**src/rtl/tree_lane_scheduler_pkg.sv**
```systemverilog
// Shared types and defaults for the two-lane decision-tree lookup pipeline.
// Widths here are also used by the level pipeline registers.
package tree_lane_scheduler_pkg;

  localparam int PACKET_WIDTH_DEF = 104;
  localparam int NODE_WIDTH_DEF   = 40;

  typedef enum logic [1:0] {
    SCH_RUN    = 2'd0,
    SCH_DRAIN  = 2'd1,
    SCH_UPDATE = 2'd2
  } sch_state_t;

  function automatic logic [1:0] count2(input logic a, input logic b);
    return {1'b0, a} + {1'b0, b};
  endfunction

endpackage

```
**src/rtl/tree_lane_scheduler_if.sv**
```systemverilog
// Ingress, lane-issue, completion and reconfiguration signals of the scheduler.
// The scheduler uses the slave side; the surrounding pipeline uses master.
interface tree_lane_scheduler_if
  import tree_lane_scheduler_pkg::*;
#(
  parameter int PACKET_WIDTH = PACKET_WIDTH_DEF,
  parameter int NODE_WIDTH   = NODE_WIDTH_DEF,
  parameter int CNT_W        = 6
);

  logic [PACKET_WIDTH-1:0] in_packet_a;
  logic                    in_valid_a;
  logic [PACKET_WIDTH-1:0] in_packet_b;
  logic                    in_valid_b;
  logic                    in_ready;
  logic [NODE_WIDTH-1:0]   root_node;

  logic [PACKET_WIDTH-1:0] packet_out1;
  logic [PACKET_WIDTH-1:0] packet_out2;
  logic                    data_valid_out1;
  logic                    data_valid_out2;
  logic [NODE_WIDTH-1:0]   node_out1;
  logic [NODE_WIDTH-1:0]   node_out2;
  logic                    matched_out1;
  logic                    matched_out2;

  logic                    res_valid1;
  logic                    res_valid2;

  logic                    upd_req;
  logic                    upd_gnt;
  logic                    upd_done;
  logic [CNT_W-1:0]        inflight;
  logic                    err_underflow;

  modport slave (
    input  in_packet_a, in_valid_a, in_packet_b, in_valid_b, root_node,
    input  res_valid1, res_valid2, upd_req, upd_done,
    output in_ready, packet_out1, packet_out2, data_valid_out1, data_valid_out2,
    output node_out1, node_out2, matched_out1, matched_out2,
    output upd_gnt, inflight, err_underflow
  );

  modport master (
    output in_packet_a, in_valid_a, in_packet_b, in_valid_b, root_node,
    output res_valid1, res_valid2, upd_req, upd_done,
    input  in_ready, packet_out1, packet_out2, data_valid_out1, data_valid_out2,
    input  node_out1, node_out2, matched_out1, matched_out2,
    input  upd_gnt, inflight, err_underflow
  );

endinterface

```
**src/rtl/tree_lane_scheduler_inflight_counter.sv**
```systemverilog
// Outstanding-lookup counter: adds 0..2 issues and removes 0..2 completions
// in one update, clamping at both ends; underflow is sticky until reset.
module tree_lane_scheduler_inflight_counter #(
  parameter int CNT_W = 6
) (
  input  logic             clk,
  input  logic             rst,
  input  logic [1:0]       inc,
  input  logic [1:0]       dec,
  output logic [CNT_W-1:0] count,
  output logic             err_underflow
);

  localparam logic [CNT_W+1:0] CNT_MAX = {2'b00, {CNT_W{1'b1}}};

  logic [CNT_W+1:0] up_ext;
  logic [CNT_W+1:0] dec_ext;
  logic [CNT_W+1:0] diff;
  logic             under;

  assign up_ext  = {2'b00, count} + {{CNT_W{1'b0}}, inc};
  assign dec_ext = {{CNT_W{1'b0}}, dec};
  assign under   = up_ext < dec_ext;
  assign diff    = up_ext - dec_ext;

  always_ff @(posedge clk) begin
    if (rst) begin
      count         <= '0;
      err_underflow <= 1'b0;
    end else begin
      if (under) begin
        count         <= '0;
        err_underflow <= 1'b1;
      end else if (diff > CNT_MAX) begin
        count <= {CNT_W{1'b1}};
      end else begin
        count <= diff[CNT_W-1:0];
      end
    end
  end

endmodule

```
**src/rtl/tree_lane_scheduler.sv**
```systemverilog
// Issues up to two headers per cycle into the tree root lanes, tracks
// outstanding lookups and grants node-memory updates only when drained.
module tree_lane_scheduler
  import tree_lane_scheduler_pkg::*;
#(
  parameter int PACKET_WIDTH = PACKET_WIDTH_DEF,
  parameter int NODE_WIDTH   = NODE_WIDTH_DEF,
  parameter int MAX_INFLIGHT = 32,
  parameter int CNT_W        = $clog2(MAX_INFLIGHT + 1)
) (
  input logic                  clk,
  input logic                  RST,
  tree_lane_scheduler_if.slave bus
);

  localparam logic [CNT_W+1:0] MAX_EXT = (CNT_W + 2)'(MAX_INFLIGHT);

  sch_state_t state, state_d;
  logic       rr, rr_d;
  logic       gnt;

  logic [CNT_W-1:0] inflight;
  logic             err_underflow;
  logic             room;
  logic             in_ready;
  logic             acc_a, acc_b;

  logic                    lane1_v_d, lane2_v_d;
  logic [PACKET_WIDTH-1:0] lane1_pkt_d, lane2_pkt_d;

  logic                    lane1_v, lane2_v;
  logic [PACKET_WIDTH-1:0] lane1_pkt, lane2_pkt;
  logic [NODE_WIDTH-1:0]   lane1_node, lane2_node;

  // Always reserve room for a full pair so acceptance never depends on slot count.
  assign room     = ({2'b00, inflight} + (CNT_W + 2)'(2)) <= MAX_EXT;
  assign in_ready = (state == SCH_RUN) && !bus.upd_req && room;
  assign acc_a    = in_ready && bus.in_valid_a;
  assign acc_b    = in_ready && bus.in_valid_b;

  always_comb begin
    lane1_v_d   = 1'b0;
    lane2_v_d   = 1'b0;
    lane1_pkt_d = '0;
    lane2_pkt_d = '0;
    rr_d        = rr;
    if (acc_a && acc_b) begin
      lane1_v_d   = 1'b1;
      lane1_pkt_d = bus.in_packet_a;
      lane2_v_d   = 1'b1;
      lane2_pkt_d = bus.in_packet_b;
    end else if (acc_a || acc_b) begin
      if (rr) begin
        lane2_v_d   = 1'b1;
        lane2_pkt_d = acc_a ? bus.in_packet_a : bus.in_packet_b;
      end else begin
        lane1_v_d   = 1'b1;
        lane1_pkt_d = acc_a ? bus.in_packet_a : bus.in_packet_b;
      end
      rr_d = !rr;
    end
  end

  always_comb begin
    state_d = state;
    case (state)
      SCH_RUN:    if (bus.upd_req) state_d = SCH_DRAIN;
      SCH_DRAIN: begin
        if (!bus.upd_req)
          state_d = SCH_RUN;
        else if (inflight == '0 && !bus.res_valid1 && !bus.res_valid2)
          state_d = SCH_UPDATE;
      end
      SCH_UPDATE: if (bus.upd_done) state_d = SCH_RUN;
      default:    state_d = SCH_RUN;
    endcase
  end

  always_ff @(posedge clk) begin
    if (RST) begin
      state <= SCH_RUN;
      rr    <= 1'b0;
      gnt   <= 1'b0;
    end else begin
      state <= state_d;
      rr    <= rr_d;
      gnt   <= (state_d == SCH_UPDATE);
    end
  end

  always_ff @(posedge clk) begin
    if (RST) begin
      lane1_v    <= 1'b0;
      lane2_v    <= 1'b0;
      lane1_pkt  <= '0;
      lane2_pkt  <= '0;
      lane1_node <= '0;
      lane2_node <= '0;
    end else begin
      lane1_v    <= lane1_v_d;
      lane2_v    <= lane2_v_d;
      lane1_pkt  <= lane1_pkt_d;
      lane2_pkt  <= lane2_pkt_d;
      lane1_node <= lane1_v_d ? bus.root_node : '0;
      lane2_node <= lane2_v_d ? bus.root_node : '0;
    end
  end

  tree_lane_scheduler_inflight_counter #(.CNT_W(CNT_W)) u_inflight (
    .clk           (clk),
    .rst           (RST),
    .inc           (count2(acc_a, acc_b)),
    .dec           (count2(bus.res_valid1, bus.res_valid2)),
    .count         (inflight),
    .err_underflow (err_underflow)
  );

  assign bus.in_ready        = in_ready;
  assign bus.packet_out1     = lane1_pkt;
  assign bus.packet_out2     = lane2_pkt;
  assign bus.data_valid_out1 = lane1_v;
  assign bus.data_valid_out2 = lane2_v;
  assign bus.node_out1       = lane1_node;
  assign bus.node_out2       = lane2_node;
  assign bus.matched_out1    = 1'b0;
  assign bus.matched_out2    = 1'b0;
  assign bus.upd_gnt         = gnt;
  assign bus.inflight        = inflight;
  assign bus.err_underflow   = err_underflow;

endmodule

```
**src/flat_wrapper.sv**
```systemverilog
// flat-port wrapper written by rule: the top's interface ports become plain ports
module tree_lane_scheduler_flat import tree_lane_scheduler_pkg::*;
#(
  parameter int PACKET_WIDTH = PACKET_WIDTH_DEF,
  parameter int NODE_WIDTH   = NODE_WIDTH_DEF,
  parameter int MAX_INFLIGHT = 32,
  parameter int CNT_W        = $clog2(MAX_INFLIGHT + 1)
)
  (clk, RST, bus_in_packet_a, bus_in_valid_a, bus_in_packet_b, bus_in_valid_b, bus_root_node, bus_res_valid1, bus_res_valid2, bus_upd_req, bus_upd_done, bus_in_ready, bus_packet_out1, bus_packet_out2, bus_data_valid_out1, bus_data_valid_out2, bus_node_out1, bus_node_out2, bus_matched_out1, bus_matched_out2, bus_upd_gnt, bus_inflight, bus_err_underflow);
  tree_lane_scheduler_if #(.PACKET_WIDTH(PACKET_WIDTH), .NODE_WIDTH(NODE_WIDTH), .CNT_W(CNT_W)) bus_i ();
  input logic clk;
  input logic RST;
  input wire logic [$bits(bus_i.in_packet_a)-1:0] bus_in_packet_a;
  input wire logic [$bits(bus_i.in_valid_a)-1:0] bus_in_valid_a;
  input wire logic [$bits(bus_i.in_packet_b)-1:0] bus_in_packet_b;
  input wire logic [$bits(bus_i.in_valid_b)-1:0] bus_in_valid_b;
  input wire logic [$bits(bus_i.root_node)-1:0] bus_root_node;
  input wire logic [$bits(bus_i.res_valid1)-1:0] bus_res_valid1;
  input wire logic [$bits(bus_i.res_valid2)-1:0] bus_res_valid2;
  input wire logic [$bits(bus_i.upd_req)-1:0] bus_upd_req;
  input wire logic [$bits(bus_i.upd_done)-1:0] bus_upd_done;
  output wire logic [$bits(bus_i.in_ready)-1:0] bus_in_ready;
  output wire logic [$bits(bus_i.packet_out1)-1:0] bus_packet_out1;
  output wire logic [$bits(bus_i.packet_out2)-1:0] bus_packet_out2;
  output wire logic [$bits(bus_i.data_valid_out1)-1:0] bus_data_valid_out1;
  output wire logic [$bits(bus_i.data_valid_out2)-1:0] bus_data_valid_out2;
  output wire logic [$bits(bus_i.node_out1)-1:0] bus_node_out1;
  output wire logic [$bits(bus_i.node_out2)-1:0] bus_node_out2;
  output wire logic [$bits(bus_i.matched_out1)-1:0] bus_matched_out1;
  output wire logic [$bits(bus_i.matched_out2)-1:0] bus_matched_out2;
  output wire logic [$bits(bus_i.upd_gnt)-1:0] bus_upd_gnt;
  output wire logic [$bits(bus_i.inflight)-1:0] bus_inflight;
  output wire logic [$bits(bus_i.err_underflow)-1:0] bus_err_underflow;
  assign bus_i.in_packet_a = bus_in_packet_a;
  assign bus_i.in_valid_a = bus_in_valid_a;
  assign bus_i.in_packet_b = bus_in_packet_b;
  assign bus_i.in_valid_b = bus_in_valid_b;
  assign bus_i.root_node = bus_root_node;
  assign bus_i.res_valid1 = bus_res_valid1;
  assign bus_i.res_valid2 = bus_res_valid2;
  assign bus_i.upd_req = bus_upd_req;
  assign bus_i.upd_done = bus_upd_done;
  assign bus_in_ready = bus_i.in_ready;
  assign bus_packet_out1 = bus_i.packet_out1;
  assign bus_packet_out2 = bus_i.packet_out2;
  assign bus_data_valid_out1 = bus_i.data_valid_out1;
  assign bus_data_valid_out2 = bus_i.data_valid_out2;
  assign bus_node_out1 = bus_i.node_out1;
  assign bus_node_out2 = bus_i.node_out2;
  assign bus_matched_out1 = bus_i.matched_out1;
  assign bus_matched_out2 = bus_i.matched_out2;
  assign bus_upd_gnt = bus_i.upd_gnt;
  assign bus_inflight = bus_i.inflight;
  assign bus_err_underflow = bus_i.err_underflow;
  tree_lane_scheduler #(.PACKET_WIDTH(PACKET_WIDTH), .NODE_WIDTH(NODE_WIDTH), .MAX_INFLIGHT(MAX_INFLIGHT), .CNT_W(CNT_W)) u_core (.clk(clk), .RST(RST), .bus(bus_i));
endmodule
```
**config.mk**
```make
export PLATFORM = sky130hd
export DESIGN_NAME = tree_lane_scheduler_flat
export DESIGN_NICKNAME = d
export VERILOG_FILES = /design/src/rtl/tree_lane_scheduler_pkg.sv /design/src/rtl/tree_lane_scheduler_if.sv /design/src/rtl/tree_lane_scheduler_inflight_counter.sv /design/src/rtl/tree_lane_scheduler.sv /design/src/flat_wrapper.sv
export SDC_FILE = /design/constraint.sdc
export NUM_CORES = 1
export LEC_CHECK = 0
export BUFFER_PORTS_ARGS = -buffer_cell sky130_fd_sc_hd__buf_2
export CAP_MARGIN = 20
export CORE_AREA = 8 8 213 215
export DETAILED_ROUTE_END_ITERATION = 16
export DIE_AREA = 0 0 221 223
export GPL_ROUTABILITY_DRIVEN = 0
export PLACE_DENSITY = 0.58
export SYNTH_ARGS = -nofsm -noshare
export SYNTH_HDL_FRONTEND = slang
export SYNTH_SLANG_ARGS = --single-unit
```
**constraint.sdc**
```tcl
create_clock -name clk -period 5.5 [get_ports clk]
set_input_delay 0.825 -clock clk [delete_from_list [all_inputs] [get_ports clk]]
set_output_delay 0.825 -clock clk [all_outputs]
set_load 0.005 [all_outputs]
```
; Word-level counts from Yosys, hierarchy flattened
; Index checks and enable logic that the tools add are counted.
[classes]
addsub = 5
magnitude_cmp = 3
n_eq_ne = 3
muxes = 19
bitwise_logic = 3
reduce_logical = 18
[op_table]
columns = op, count
row1 = 104-bit 2-to-1 mux, 7
row2 = 8-bit by 6-bit > comparator with 1-bit output (second input constant), 1
row3 = 8-bit by 6-bit less-or-equal comparator with 1-bit output (second input constant), 1
row4 = 8-bit by 2-bit < comparator with 1-bit output, 1
row5 = 2-bit 2-to-1 mux, 4
row6 = 8-bit by 2-bit subtractor with 8-bit output, 1
row7 = 6-bit by 2-bit adder with 7-bit output, 1
row8 = 6-bit by 2-bit adder with 7-bit output (second input constant), 1
row9 = 1-bit logical AND, 7
row10 = 6-bit logical NOT, 1
row11 = 1-bit 2-to-1 mux, 6
row12 = 6-bit 2-to-1 mux, 1
row13 = 2-bit one-hot mux with 3 select lines, 1
row14 = 2-bit OR reduction, 3
row15 = 1-bit by 1-bit adder with 2-bit output, 2
row16 = 2-bit equality test (second input constant), 2
row17 = 1-bit logical NOT, 4
row18 = 1-bit NOT, 3
row19 = 2-bit by 1-bit equality test with 1-bit output (second input constant), 1
row20 = 2-bit logical NOT, 1
row21 = 2-bit AND reduction, 1
row22 = 1-bit logical OR, 1
[totals]
ff_bits = 301
in_bits = 256
out_inout_bits = 301

; Depth between registers and ports, before layout
; Gate-level depths: netlist (run 1).
[depth]
ltp_word = 9
depth_mapped = 15
mapped_depth_nobuf = 14

; Hierarchy
; Synthesis (run 1) repeated with hierarchy kept, for this count alone.
[unflattened]
cells_unflattened = 985
area_unflattened_um2 = 10343.7
[by_module_without_submodules]
columns = module, n_inst, cells_per_inst, area_each_um2, seq_area_each_um2
row1 = tree_lane_scheduler, 1, 928, 9735.6, 5885.6
row2 = tree_lane_scheduler_inflight_counter, 1, 57, 608.1, 140.1

; Least setup slack after synthesis (run 1)
; Ideal clock, no wire load.
[synth_timing]
kind = input to register
start = in bus_upd_req
end = reg u_core.u_inflight.count[0]
setup_time_ps = 71
t_arrival_ps = 3687
slack_ps = 1742
stages = 13
n_path_buf = 1
path_cell_list = a2111oi_4 o211a_2 inv_2 clkbuf_1 fa_1 inv_1 ha_1 ha_1 nor2b_1 or3_1 nor4_1 o21ai_0 a21oi_1
[synth_between]
elab_chain_cells = 9
[synth_lines]
columns = element, line_no
row1 = start: declaration, flat_wrapper.sv:20  ; input wire logic [$bits(bus_i.upd_req)-1:0] bus_upd_req;
row2 = 1-bit logical NOT *, tree_lane_scheduler.sv:37  ; assign in_ready = (state == SCH_RUN) && !bus.upd_req && room;
row3 = 1-bit logical AND * (2 in a row), tree_lane_scheduler.sv:37
row4 = 1-bit logical AND (on tied branches), "tree_lane_scheduler.sv:38, tree_lane_scheduler.sv:39"
row5 = 1-bit by 1-bit adder with 2-bit output *, tree_lane_scheduler_pkg.sv:15  ; return {1'b0, a} + {1'b0, b};
row6 = 6-bit by 2-bit adder with 7-bit output *, tree_lane_scheduler_inflight_counter.sv:21  ; assign up_ext = {2'b00, count} + {{CNT_W{1'b0}}, inc};
row7 = 8-bit by 2-bit subtractor with 8-bit output, tree_lane_scheduler_inflight_counter.sv:24  ; assign diff = up_ext - dec_ext;
row8 = 8-bit by 6-bit > comparator with 1-bit output, tree_lane_scheduler_inflight_counter.sv:34  ; end else if (diff > CNT_MAX) begin
row9 = 6-bit 2-to-1 mux, tree_lane_scheduler_inflight_counter.sv:34
row10 = end signal: assignment, tree_lane_scheduler_inflight_counter.sv:35  ; count <= {CNT_W{1'b1}};
row11 = end signal: assignment, tree_lane_scheduler_inflight_counter.sv:37  ; count <= diff[CNT_W-1:0];
row12 = end: declaration, tree_lane_scheduler_inflight_counter.sv:10  ; output logic [CNT_W-1:0] count,
; Mark *: on every way between the ends. The rest lies on a longest branch, timed or not.
; A chain may end at the register's enable or synchronous reset.

; Worst setup path after layout (run 1)
[layout_timing]
start = reg u_core.u_inflight.count[2]
end = reg u_core.lane2_pkt[84], in the netlist u_core.bus.packet_out2[84]
[layout_between]
elab_chain_cells = 8
[layout_lines]
columns = element, line_no
row1 = 6-bit by 2-bit adder with 7-bit output *, tree_lane_scheduler.sv:36  ; assign room = ({2'b00, inflight} + (CNT_W + 2)'(2)) <= MAX_EXT;
row2 = 8-bit by 6-bit less-or-equal comparator with 1-bit output *, tree_lane_scheduler.sv:36
row3 = 1-bit logical AND *, tree_lane_scheduler.sv:37
row4 = 1-bit logical AND, tree_lane_scheduler.sv:38  ; assign acc_a = in_ready && bus.in_valid_a;
row5 = 104-bit 2-to-1 mux, tree_lane_scheduler.sv:55  ; lane2_pkt_d = acc_a ? bus.in_packet_a : bus.in_packet_b;
row6 = 104-bit 2-to-1 mux, tree_lane_scheduler.sv:53  ; if (rr) begin
row7 = 104-bit 2-to-1 mux, tree_lane_scheduler.sv:52  ; end else if (acc_a || acc_b) begin
row8 = 104-bit 2-to-1 mux *, tree_lane_scheduler.sv:47  ; if (acc_a && acc_b) begin
row9 = end signal: assignment, tree_lane_scheduler.sv:103  ; lane2_pkt <= lane2_pkt_d;
row10 = end: declaration, tree_lane_scheduler.sv:32  ; logic [PACKET_WIDTH-1:0] lane1_pkt, lane2_pkt;
; Marked as above.

==> results.ini, run 1 <==
[synthesis]
synth_xor_area_frac = 0.008322
netlist_area_um2 = 11580
yosys.area_share.simple = 0.2647
netlist_instances = 1226
synth_seq_cells = 301
syn_avg_cell_area_um2 = 9.443
synthArstFlopShare = 0
synth_top_family_by_area = simple AND/OR/NAND/NOR gates
synth_mux_area_frac = 0
post_synth_fa_ha_maj_area_fraction = 0.01102
synth_edf_count = 0
synth.distinct_cells = 45
synth_compound_area_frac = 0.1411
synth_seq_area_share = 0.5205
synth_ff_type = dfxtp_1
yosysWarnings = 0

[detailed_routing]
viasPerCell = 4.982
met3WireLength_mm = 4.464
wl_met1_mm = 19.82
post_drt_wl_per_cell_um = 21.21
num_vias = 11340
drc = 0
drtAntennaViolNets = 0
met2_length_mm = 22.59
dr.pass1.iters = 5
totalWireLength_mm = 48.30
top_layer_used = met5
drtIter0Drc = 871

[place]
portBuffers = 554
detailed_place_hpwl_mm = 33.95

[timing]
tns_ps = 0
max_freq_ghz = 0.2190
period_share = 0.8302
holdWs_ps = 485.6
relSlewSlack = 0.2779
maxSlewViolCount = 0
fin_crit_ps = 4566
worstMarginPinSlew_ps = 1083
finClkSkew_ps = 22.25
rsz0062_at_grt = no
finalHoldViolCount = 0
setup_viol = 0

[power_and_ir_drop]
power.share.switching = 0.2926
ir_drop_uv = 206.4
p_switching_mw = 1.714
power_frac_comb = 0.190
internal_power_mw = 4.144
p_seq_frac = 0.416
power.density_nw_per_um2 = 370.8
leakage_nw = 7.647
p_clk_frac = 0.394

[layout]
final_cell_mix = buf_2 (553), dfxtp_1 (301), nand2_1 (110), nor2_1 (109)
final_common_cell = buf_2
drive_gt1_frac = 0.3692
area_growth_pct = 36.46
layout.nets = 1969

[run_status]
status = finished clean

[floorplanning]
die_area_um2 = 49280
die_x_um = 221
design.core.area_um2 = 42320
rows = 76
die_h_um = 223
ioPinCount = 557
initial_core_util = 0.2736

[grt]
grt_pass1_wl_mm = 72.73
grt_overflow = 0
antenna_found_initial = 13
grt_pass1_vias = 11440
grt_max_degree = 196
track_usage = 0.1858

[setup_path]
critPathCaptureType = flip-flop
path_max_fanout = 70
worstPathArrival_ps = 5010
reg2reg_from = u_core.u_inflight.count[2]$_SDFF_PP0_
r2r_end = u_core.bus.packet_out2[84]$_SDFF_PP0_
ff2ff_path_depth = 11
crit_type = flip-flop to flip-flop
required_ps = 5940
crit_path_start_kind = flip-flop
r2r_slack_ps = 930

[cts]
tritoncts = yes
cts.path.max_buffers = 3
ctsResizeCount = 0
cts_inserted_buffers = 35
worstSkewPairLatency_ps = 530
root_buffer = clkbuf_16
ctsHoldBuffers = 0
htree_levels = 2
cts_setup_buffers = 0
path_clk_slew_ps = 60
clock-sinks = 301

[hold_path]
hold_class = flip-flop to flip-flop
holdPathStages = 1
hold_end = u_core.u_inflight.err_underflow$_SDFFE_PP0P_
hp-start = u_core.u_inflight.err_underflow$_SDFFE_PP0P_

[flow_run]
drv_cap = 0

-- cells by family (layout without fill, tap and decap cells) --
group,count (synthesis),count (layout)
compound gates,232,232
xor+xnor,11,11
fa+ha+maj,9,9
buf+inv,135,636
flops,301,301
other cells,1,5
simple gates,537,537
-- sequential cells by signal (all words and copies together) (netlist names) --
signal	cells
u_core.bus.packet_out1	104
u_core.bus.packet_out2	104
u_core.bus.node_out1	40
u_core.bus.node_out2	40
u_core.u_inflight.count	6
u_core.state	2
u_core.bus.data_valid_out1	1
u_core.bus.data_valid_out2	1
u_core.bus.upd_gnt	1
u_core.rr	1
u_core.u_inflight.err_underflow	1
-- cell type report --
cell class                      instances  area, µm²
Clock inverter                         14      132.6
Clock buffer                           47       1001
Fill cell                            4315      26520
Timing Repair Buffer                  568       2932
Multi-Input combinational cell        791       4989
Antenna cell                            3      7.507
Tap cell                              546      683.2
Sequential cell                       301       6026
Inverter                                7      28.78
-- worst max path at each step --
stage	slack [ps]	cells past startpoint	from	end
2_1_floorplan	1740	13	bus_upd_req	u_core.u_inflight.count[0]$_SDFF_PP0_
3_3_place_gp	950	11	bus_upd_req	u_core.bus.packet_out2[6]$_SDFF_PP0_
3_5_place_dp	830	11	bus_upd_req	u_core.bus.packet_out2[38]$_SDFF_PP0_
4_1_cts	940	12	u_core.u_inflight.count[2]$_SDFF_PP0_	u_core.bus.packet_out2[38]$_SDFF_PP0_
5_1_grt	640	11	u_core.u_inflight.count[2]$_SDFF_PP0_	u_core.bus.packet_out2[84]$_SDFF_PP0_
6_report	930	11	u_core.u_inflight.count[2]$_SDFF_PP0_	u_core.bus.packet_out2[84]$_SDFF_PP0_
-- critical path, stage by stage, from the launching register on --
cell and delay [ps]:
dfxtp_1 500, ha_1 310, xor2_1 120, a2111oi_4 520
o211a_2 350, inv_4 170, ha_1 280, nor3b_1 370
or2_4 840, buf_4 560, a32oi_1 180, nor2_1 120
-- power groups by stage --
stage | Clock, mW | Sequential (mW) | Combinational [mW]
global placement | 0 | 2.48 | 1.10
finish | 2.31 | 2.43 | 1.11
global route | 2.48 | 2.45 | 1.22
CTS | 2.38 | 2.43 | 1.12
floorplan | 0 | 2.47 | 0.608
detailed placement | 0 | 2.48 | 1.12
-- per-stage QoR --
stage | power (mW) | area [µm²] | utilization | setup slack (ps) | std cells
finish | 5.857 | 15800 | 0.3734 | 934.1 | 2277
global route | 6.151 | 15790 | 0.3732 | 640.0 | 2275
CTS | 5.941 | 15760 | 0.3725 | 942.4 | 2273
detailed placement | 3.600 | 14630 | 0.3457 | 828.9 | 2212
global placement | 3.581 | 14630 | 0.3457 | 950.6 | 2212
floorplan | 3.082 | 11580 | - | 1742 | 1227
-- layer usage --
metal	global-route usage	vias up
li1	-	5239
met1	0.2245	5437
met2	0.3051	566
met3	0.06894	87
met4	0.05639	14
met5	0	-
-- cell usage after synthesis (2+ instances only) --
| cell type | instances | area share |
|---|---|---|
| buf_6 | 8 | 0.0078 |
| o21ai_1 | 34 | 0.015 |
| nor3_1 | 4 | 0.0017 |
| nand2b_1 | 2 | 0.0011 |
| fa_1 | 2 | 0.0035 |
| nor4_1 | 4 | 0.0022 |
| xor2_1 | 6 | 0.0045 |
| nand3b_1 | 2 | 0.0013 |
| nand4b_1 | 104 | 0.079 |
| buf_4 | 11 | 0.0071 |
| o21ai_0 | 73 | 0.032 |
| nor2_1 | 110 | 0.036 |
| clkbuf_1 | 85 | 0.028 |
| and2_1 | 83 | 0.045 |
| nand3_1 | 7 | 0.0030 |
| nor2b_1 | 105 | 0.057 |
| buf_1 | 10 | 0.0032 |
| ha_1 | 7 | 0.0076 |
| buf_2 | 14 | 0.0061 |
| xnor2_1 | 5 | 0.0038 |
| a21oi_1 | 7 | 0.0030 |
| dfxtp_1 | 301 | 0.52 |
| a31oi_1 | 3 | 0.0016 |
| inv_1 | 6 | 0.0019 |
| a32oi_1 | 103 | 0.078 |
| a2111oi_4 | 2 | 0.0048 |
| nand2_1 | 110 | 0.036 |
No activity file was read; power rests on OpenSTA's default activity.
==> run 2: changes to the inputs <==
- CORE_AREA: 8 8 213 215 -> 8 8 208 210
- DIE_AREA: 0 0 221 223 -> 0 0 216 218
- PLACE_DENSITY: 0.58 -> 0.62
- clock period: 5.5 -> 4.2 ns (I/O delays scaled with it)
==> run 2 against run 1 <==
  * Power is 30% higher
  * Die area is 4.5% lower
  * Wire length is 3.2% lower
  * Setup slack worse by 650 ps
  * Sequential power is 31% higher
  * Largest cell class unchanged
==> results.ini, run 2 (same netlist as run 1, synthesis figures left out) <==
[setup_path]
r2r_slack_ps = 290  ; was 930 ps
crit_path_max_incr_delay_ps = 500  ; was 840 ps
crit_path_start_kind = flip-flop  ; unchanged
reg2reg_from = u_core.u_inflight.count[2]$_SDFF_PP0_  ; unchanged
ff2ff_path_depth = 13  ; was 11
required_ps = 4570  ; was 5940 ps
r2r_end = u_core.u_inflight.count[5]$_SDFF_PP0_  ; was u_core.bus.packet_out2[84]$_SDFF_PP0_
worstPathArrival_ps = 4280  ; was 5010 ps
worstPathCellList = ha_1 > xor2_1 > a2111oi_4 > o211a_2 > inv_4 > fa_1 > ha_1 > inv_1 > fa_1 > nor2_1 > nand4_1 > o22ai_1 > a21oi_1  ; was ha_1 > xor2_1 > a2111oi_4 > o211a_2 > inv_4 > ha_1 > nor3b_1 > or2_4 > buf_4 > a32oi_1 > nor2_1
critPathCaptureType = flip-flop  ; unchanged
cpMaxStageDelayCell = fa_1  ; was or2_4
path_max_fanout = 8  ; was 70
crit_type = flip-flop to flip-flop  ; unchanged

[hold_path]
hold_end = u_core.bus.node_out2[8]$_SDFF_PP0_  ; was u_core.u_inflight.err_underflow$_SDFFE_PP0P_
holdPathStages = 2  ; was 1
hp-start = bus_root_node[8]  ; was u_core.u_inflight.err_underflow$_SDFFE_PP0P_
hold_class = primary input to flip-flop  ; was flip-flop to flip-flop

[timing]
setup_viol = 0  ; unchanged
finClkSkew_ps = 15.26  ; was 22.25 ps
max_freq_ghz = 0.2556  ; was 0.2190 GHz
maxSlewViolCount = 0  ; unchanged
worstMarginPinSlew_ps = 1064  ; was 1083 ps
finalHoldViolCount = 0  ; unchanged
period_share = 0.9315  ; was 0.8302
fin_crit_ps = 3912  ; was 4566 ps
relSlewSlack = 0.2906  ; was 0.2779
rsz0062_at_grt = no  ; unchanged
tns_ps = 0  ; unchanged

[cts]
path_clk_slew_ps = 60  ; about the same
htree_levels = 2  ; unchanged
worstSkewPairLatency_ps = 520  ; was 530 ps
ctsHoldBuffers = 0  ; unchanged
tritoncts = yes  ; unchanged
clock-sinks = 301  ; unchanged
cts.path.max_buffers = 3  ; unchanged
cts_inserted_buffers = 35  ; unchanged
cts_setup_buffers = 0  ; unchanged
root_buffer = clkbuf_16  ; unchanged
ctsResizeCount = 0  ; unchanged

[layout]
layout.nets = 1978  ; was 1969
fill_cells = 4028  ; was 4315
multi_input_area_um2 = 4995  ; was 4989 µm²
final_common_cell = buf_2  ; unchanged
area_growth_pct = 37.14  ; was 36.46%
drive_gt1_frac = 0.3697  ; was 0.3692
fin_area_um2 = 15880  ; was 15800 µm²
regArea_um2 = 6026  ; unchanged
final_cell_mix = buf_2 (553), dfxtp_1 (301), nand2_1 (110), nor2_1 (109)  ; unchanged

[floorplanning]
die_x_um = 216  ; was 221 µm
rows = 74  ; was 76
die_area_um2 = 47090  ; was 49280 µm²
die_h_um = 218  ; was 223 µm
initial_core_util = 0.2881  ; was 0.2736
ioPinCount = 557  ; unchanged
design.core.area_um2 = 40180  ; was 42320 µm²

[detailed_routing]
totalWireLength_mm = 46.73  ; was 48.30 mm
post_drt_wl_per_cell_um = 20.58  ; was 21.21 µm
drtIter0Drc = 792  ; was 871
num_vias = 11270  ; was 11.34k
dr.pass1.iters = 5  ; unchanged
viasPerCell = 4.963  ; was 4.982
drc = 0  ; unchanged
drtAntennaViolNets = 0  ; unchanged

[grt]
use_met3 = 0.07226  ; was 0.06894
grt_pass1_wl_mm = 69.06  ; was 72.73 mm
track_usage = 0.1843  ; was 0.1858
met2_usage = 0.3162  ; was 0.3051
antenna_found_initial = 11  ; was 13
grt_overflow = 0  ; unchanged
busiest_layer = met2  ; unchanged
grt_pass1_vias = 11460  ; was 11.44k
grt_max_degree = 107  ; was 196
use_met1 = 0.2105  ; was 0.2245

[place]
portBuffers = 554  ; unchanged
detailed_place_hpwl_mm = 33.28  ; was 33.95 mm
placed_cell_area_um2 = 14760  ; was 14630 µm²

[power_and_ir_drop]
power.density_nw_per_um2 = 480.6  ; was 370.8 nW/µm²
ir_drop_uv = 280.1  ; was 206.4 µV
total_power_mw = 7.631  ; was 5.857 mW
leakage_nw = 7.677  ; was 7.647 nW

[run_status]
status = finished clean  ; unchanged

[flow_run]
drv_cap = 0  ; unchanged

==> run 2: cell types whose count changed in the layout (fill, tap and decap cells not counted), sizes merged <==
cell / delta
clkbuf: +2
clkinv: -4
buf: +9
diode: +2
inv: -1
==> run 2: worst max path at each step <==
stage | from | end | slack [ps] | depth (start not counted)
2_1_floorplan | u_core.u_inflight.count[1]$_SDFF_PP0_ | u_core.u_inflight.count[0]$_SDFF_PP0_ | 460 | 15
6_report | u_core.u_inflight.count[2]$_SDFF_PP0_ | u_core.u_inflight.count[5]$_SDFF_PP0_ | 290 | 13
5_1_grt | u_core.u_inflight.count[2]$_SDFF_PP0_ | u_core.u_inflight.count[1]$_SDFF_PP0_ | 40 | 13
3_3_place_gp | u_core.u_inflight.count[1]$_SDFF_PP0_ | u_core.u_inflight.count[1]$_SDFF_PP0_ | 450 | 14
3_5_place_dp | u_core.u_inflight.count[1]$_SDFF_PP0_ | u_core.u_inflight.count[0]$_SDFF_PP0_ | 320 | 14
4_1_cts | u_core.u_inflight.count[1]$_SDFF_PP0_ | u_core.u_inflight.count[0]$_SDFF_PP0_ | 290 | 14
==> run 2: worst max-delay path: cells and delay by family, from the launching register on <==
family | cells | cell delay (ps)
flip-flops | 1 | 490
AO/OA/AOI/OAI | 4 | 1040
AND/OR/NAND/NOR | 2 | 560
buffers and inverters | 2 | 120
XOR/XNOR | 1 | 120
adder cells (fa/ha/maj) | 4 | 1430
==> run 2: area by class of cell <==
cell class	count	share of cell area
Antenna cell	5	0.0007880
Clock buffer	49	0.06225
Clock inverter	9	0.006777
Inverter	7	0.001812
Multi-Input combinational cell	791	0.3146
Sequential cell	301	0.3795
Tap cell	532	0.04192
Timing Repair Buffer	577	0.1924
==> run 2: per-stage QoR <==
step           hold WS [ps]  setup slack, ps    util  std cells
6_report              317.5            287.7  0.3951       2271
2_1_floorplan         481.3            457.1       -       1227
3_3_place_gp          483.9            451.0  0.3674       2208
3_5_place_dp          481.9            315.0  0.3674       2208
5_1_grt               292.1            36.56  0.3951       2270
4_1_cts               275.1            291.7  0.3947       2266
==> run 2: metal layers <==
layer | vias to the layer above | part of all wire
li1 | 5269 | -
met1 | 5377 | 0.40
met2 | 535 | 0.48
met3 | 81 | 0.098
met4 | 8 | 0.023
met5 | - | 0.0014
==> run 2: power breakdown <==
part / switching [mW] / total, mW / internal [mW]
logic: 0.911 / 1.50 / 0.593
clock network: 1.18 / 2.94 / 1.76
registers: 0.112 / 3.18 / 3.07
==> run 3: changes to the inputs <==
- BUFFER_PORTS_ARGS: -buffer_cell sky130_fd_sc_hd__buf_2 -> unset
- CORE_AREA: 8 8 208 210 -> 8 8 213 215
- DIE_AREA: 0 0 216 218 -> 0 0 221 223
- DONT_BUFFER_PORTS: unset -> 1
- PLACE_DENSITY: 0.62 -> 0.48
==> run 3 against run 2 <==
  * Final cell count fell by 24%
  * Register-to-register slack barely moved
  * Critical path depth did not move
  * Design area fell by 17%
  * Sequential power rose by 3%
  * Clock skew fell by 2.3 ps
  * First-iteration DRC count fell by 7.8%
  * Clock power rose by 6%
  * Global-route usage fell by 1.3 points
  * Non-clock buffer count fell by 554
  * Via count fell by 20%
  * Highest routed layer is now met4
==> results.ini, run 3 (same netlist as run 1, synthesis figures left out) <==
[run_status]
status = finished clean  ; unchanged

[layout]
area_growth_pct = 13.67  ; was 37.14%
drive_gt1_frac = 0.08101  ; was 0.3697
finish.utilization = 0.3110  ; was 0.3951
regArea_um2 = 6026  ; unchanged
layout.nets = 1424  ; was 1978
diodes = 0  ; was 5
final_cell_mix = dfxtp_1 (301), nand2_1 (110), nor2_1 (109), nand4b_1 (104), nor2b_1 (104)  ; was buf_2 (553), dfxtp_1 (301), nand2_1 (110), nor2_1 (109)
fill_cells = 4387  ; was 4028
final_common_cell = dfxtp_1  ; was buf_2
multi_input_area_um2 = 4995  ; unchanged

[timing]
finalHoldViolCount = 0  ; unchanged
tns_ps = 0  ; unchanged
relSlewSlack = 0.2646  ; was 0.2906
period_share = 0.9293  ; was 0.9315
maxSlewViolCount = 0  ; unchanged
setup_viol = 0  ; unchanged
rsz0062_at_grt = no  ; unchanged
worstMarginPinSlew_ps = 1103  ; was 1064 ps
holdWs_ps = 182.8  ; was 317.5 ps
finClkSkew_ps = 12.96  ; was 15.26 ps
fin_crit_ps = 3903  ; was 3912 ps
max_freq_ghz = 0.2562  ; was 0.2556 GHz

[power_and_ir_drop]
ir_drop_uv = 246.5  ; was 280.1 µV
power.share.switching = 0.2819  ; was 0.2890
p_seq_frac = 0.441  ; was 0.417
p_switching_mw = 2.098  ; was 2.205 mW
internal_power_mw = 5.343  ; was 5.426 mW
p_clk_frac = 0.420  ; was 0.386
power_frac_comb = 0.139  ; was 0.197
leakage_nw = 5.088  ; was 7.677 nW
power.density_nw_per_um2 = 565.4  ; was 480.6 nW/µm²

[hold_path]
hold_class = primary input to flip-flop  ; unchanged
hp-start = RST  ; was bus_root_node[8]
holdPathStages = 1  ; was 2
hold_end = u_core.bus.packet_out2[0]$_SDFF_PP0_  ; was u_core.bus.node_out2[8]$_SDFF_PP0_

[cts]
clock-sinks = 301  ; unchanged
htree_levels = 2  ; unchanged
cts_inserted_buffers = 35  ; unchanged
path_clk_slew_ps = 60  ; about the same
ctsResizeCount = 0  ; unchanged
tritoncts = yes  ; unchanged
ctsHoldBuffers = 0  ; unchanged
cts.path.max_buffers = 3  ; unchanged
cts_setup_buffers = 0  ; unchanged
root_buffer = clkbuf_16  ; unchanged
worstSkewPairLatency_ps = 520  ; about the same

[detailed_routing]
post_drt_wl_per_cell_um = 26.19  ; was 20.58 µm
dr.pass1.iters = 5  ; unchanged
totalWireLength_mm = 45.33  ; was 46.73 mm
num_vias = 9029  ; was 11.27k
drtIter0Drc = 730  ; was 792
drc = 0  ; unchanged
drtAntennaViolNets = 0  ; unchanged
viasPerCell = 5.216  ; was 4.963

[setup_path]
r2r_slack_ps = 300  ; was 290 ps
cpMaxStageDelayCell = o2111a_4  ; was fa_1
required_ps = 4650  ; was 4570 ps
reg2reg_from = u_core.u_inflight.count[2]$_SDFF_PP0_  ; unchanged
path_max_fanout = 47  ; was 8
r2r_end = u_core.bus.packet_out1[1]$_SDFF_PP0_  ; was u_core.u_inflight.count[5]$_SDFF_PP0_
worstPathCellList = ha_1 > xor2_1 > a2111oi_4 > buf_4 > o211a_2 > inv_4 > buf_4 > ha_1 > nor3_2 > o2111a_4 > buf_4 > o21ai_0 > nand2_1  ; was ha_1 > xor2_1 > a2111oi_4 > o211a_2 > inv_4 > fa_1 > ha_1 > inv_1 > fa_1 > nor2_1 > nand4_1 > o22ai_1 > a21oi_1
worst_path_most_repeated_cell = buf_4
worstPathArrival_ps = 4360  ; was 4280 ps
ff2ff_path_depth = 13  ; unchanged
crit_path_start_kind = flip-flop  ; unchanged
crit_path_max_incr_delay_ps = 690  ; was 500 ps
critPathCaptureType = flip-flop  ; unchanged
crit_type = flip-flop to flip-flop  ; unchanged

[floorplanning]
die_h_um = 223  ; was 218 µm
design.core.area_um2 = 42320  ; was 40180 µm²
die_area_um2 = 49280  ; was 47090 µm²
die_x_um = 221  ; was 216 µm
rows = 76  ; was 74
ioPinCount = 557  ; unchanged
initial_core_util = 0.2736  ; was 0.2881

[grt]
track_usage = 0.1713  ; was 0.1843
grt_max_degree = 325  ; was 107
grt_pass1_wl_mm = 64.51  ; was 69.06 mm
antenna_found_initial = 0  ; was 11
grt_pass1_vias = 8704  ; was 11.46k
grt_overflow = 0  ; unchanged

[place]
portBuffers = 0  ; was 554
detailed_place_hpwl_mm = 30.79  ; was 33.28 mm

[flow_run]
drv_cap = 0  ; unchanged

run 3: how the worst max path moves through the flow:
stage                                                from                                    end  slack [ps]
floorplan           u_core.u_inflight.count[1]$_SDFF_PP0_  u_core.u_inflight.count[0]$_SDFF_PP0_         460
global placement    u_core.u_inflight.count[2]$_SDFF_PP0_   u_core.bus.packet_out1[4]$_SDFF_PP0_         320
finish              u_core.u_inflight.count[2]$_SDFF_PP0_   u_core.bus.packet_out1[1]$_SDFF_PP0_         300
CTS                 u_core.u_inflight.count[2]$_SDFF_PP0_   u_core.bus.packet_out1[1]$_SDFF_PP0_         250
detailed placement  u_core.u_inflight.count[2]$_SDFF_PP0_   u_core.bus.packet_out1[1]$_SDFF_PP0_         280
global route        u_core.u_inflight.count[2]$_SDFF_PP0_  u_core.bus.packet_out1[74]$_SDFF_PP0_          20
run 3: critical path: cells and delay by family (launching register included):
family                     cells  cell delay [ps]
buffers and inverters          4              870
DFF                            1              500
xor gates and xnor gates       1              120
adders and majority gates      2              560
AOI/OAI and AO/OA              4             1360
and+or+nand+nor                2              360
run 3: metrics by stage:
stage | worst slack, ps | power (mW) | cells | cell area (µm²)
floorplan | 457.1 | 4.037 | 1227 | 11580
global placement | 322.0 | 4.387 | 1668 | 11960
detailed placement | 280.5 | 4.378 | 1668 | 11960
CTS | 250.8 | 7.526 | 1731 | 13150
global route | 21.53 | 7.771 | 1731 | 13160
finish | 296.8 | 7.440 | 1731 | 13160
run 3: per-layer routing:
layer / wire length [µm] / vias to the layer above / global-route usage
met3: 5463 / 53 / 0.08680
met1: 17110 / 4350 / 0.1908
met4: 848 / 0 / 0.04348
met2: 21910 / 473 / 0.2878
li1: - / 4153 / -
met5: 0 / - / 0
run 3: power by group through the flow:
stage | Sequential (mW) | Combinational [mW] | Clock [mW]
finish | 3.28 | 1.04 | 3.12
global route | 3.30 | 1.15 | 3.32
detailed placement | 3.35 | 1.03 | 0
CTS | 3.29 | 1.04 | 3.20
global placement | 3.36 | 1.03 | 0
floorplan | 3.24 | 0.796 | 0
run 3: area by class of cell:
class / count / area share
multi-input combinational: 791 / 0.3795
clock inverter: 13 / 0.009698
tap: 546 / 0.05191
timing repair buffer: 23 / 0.01787
inverter: 7 / 0.002187
clock buffer: 50 / 0.08091
sequential: 301 / 0.4579
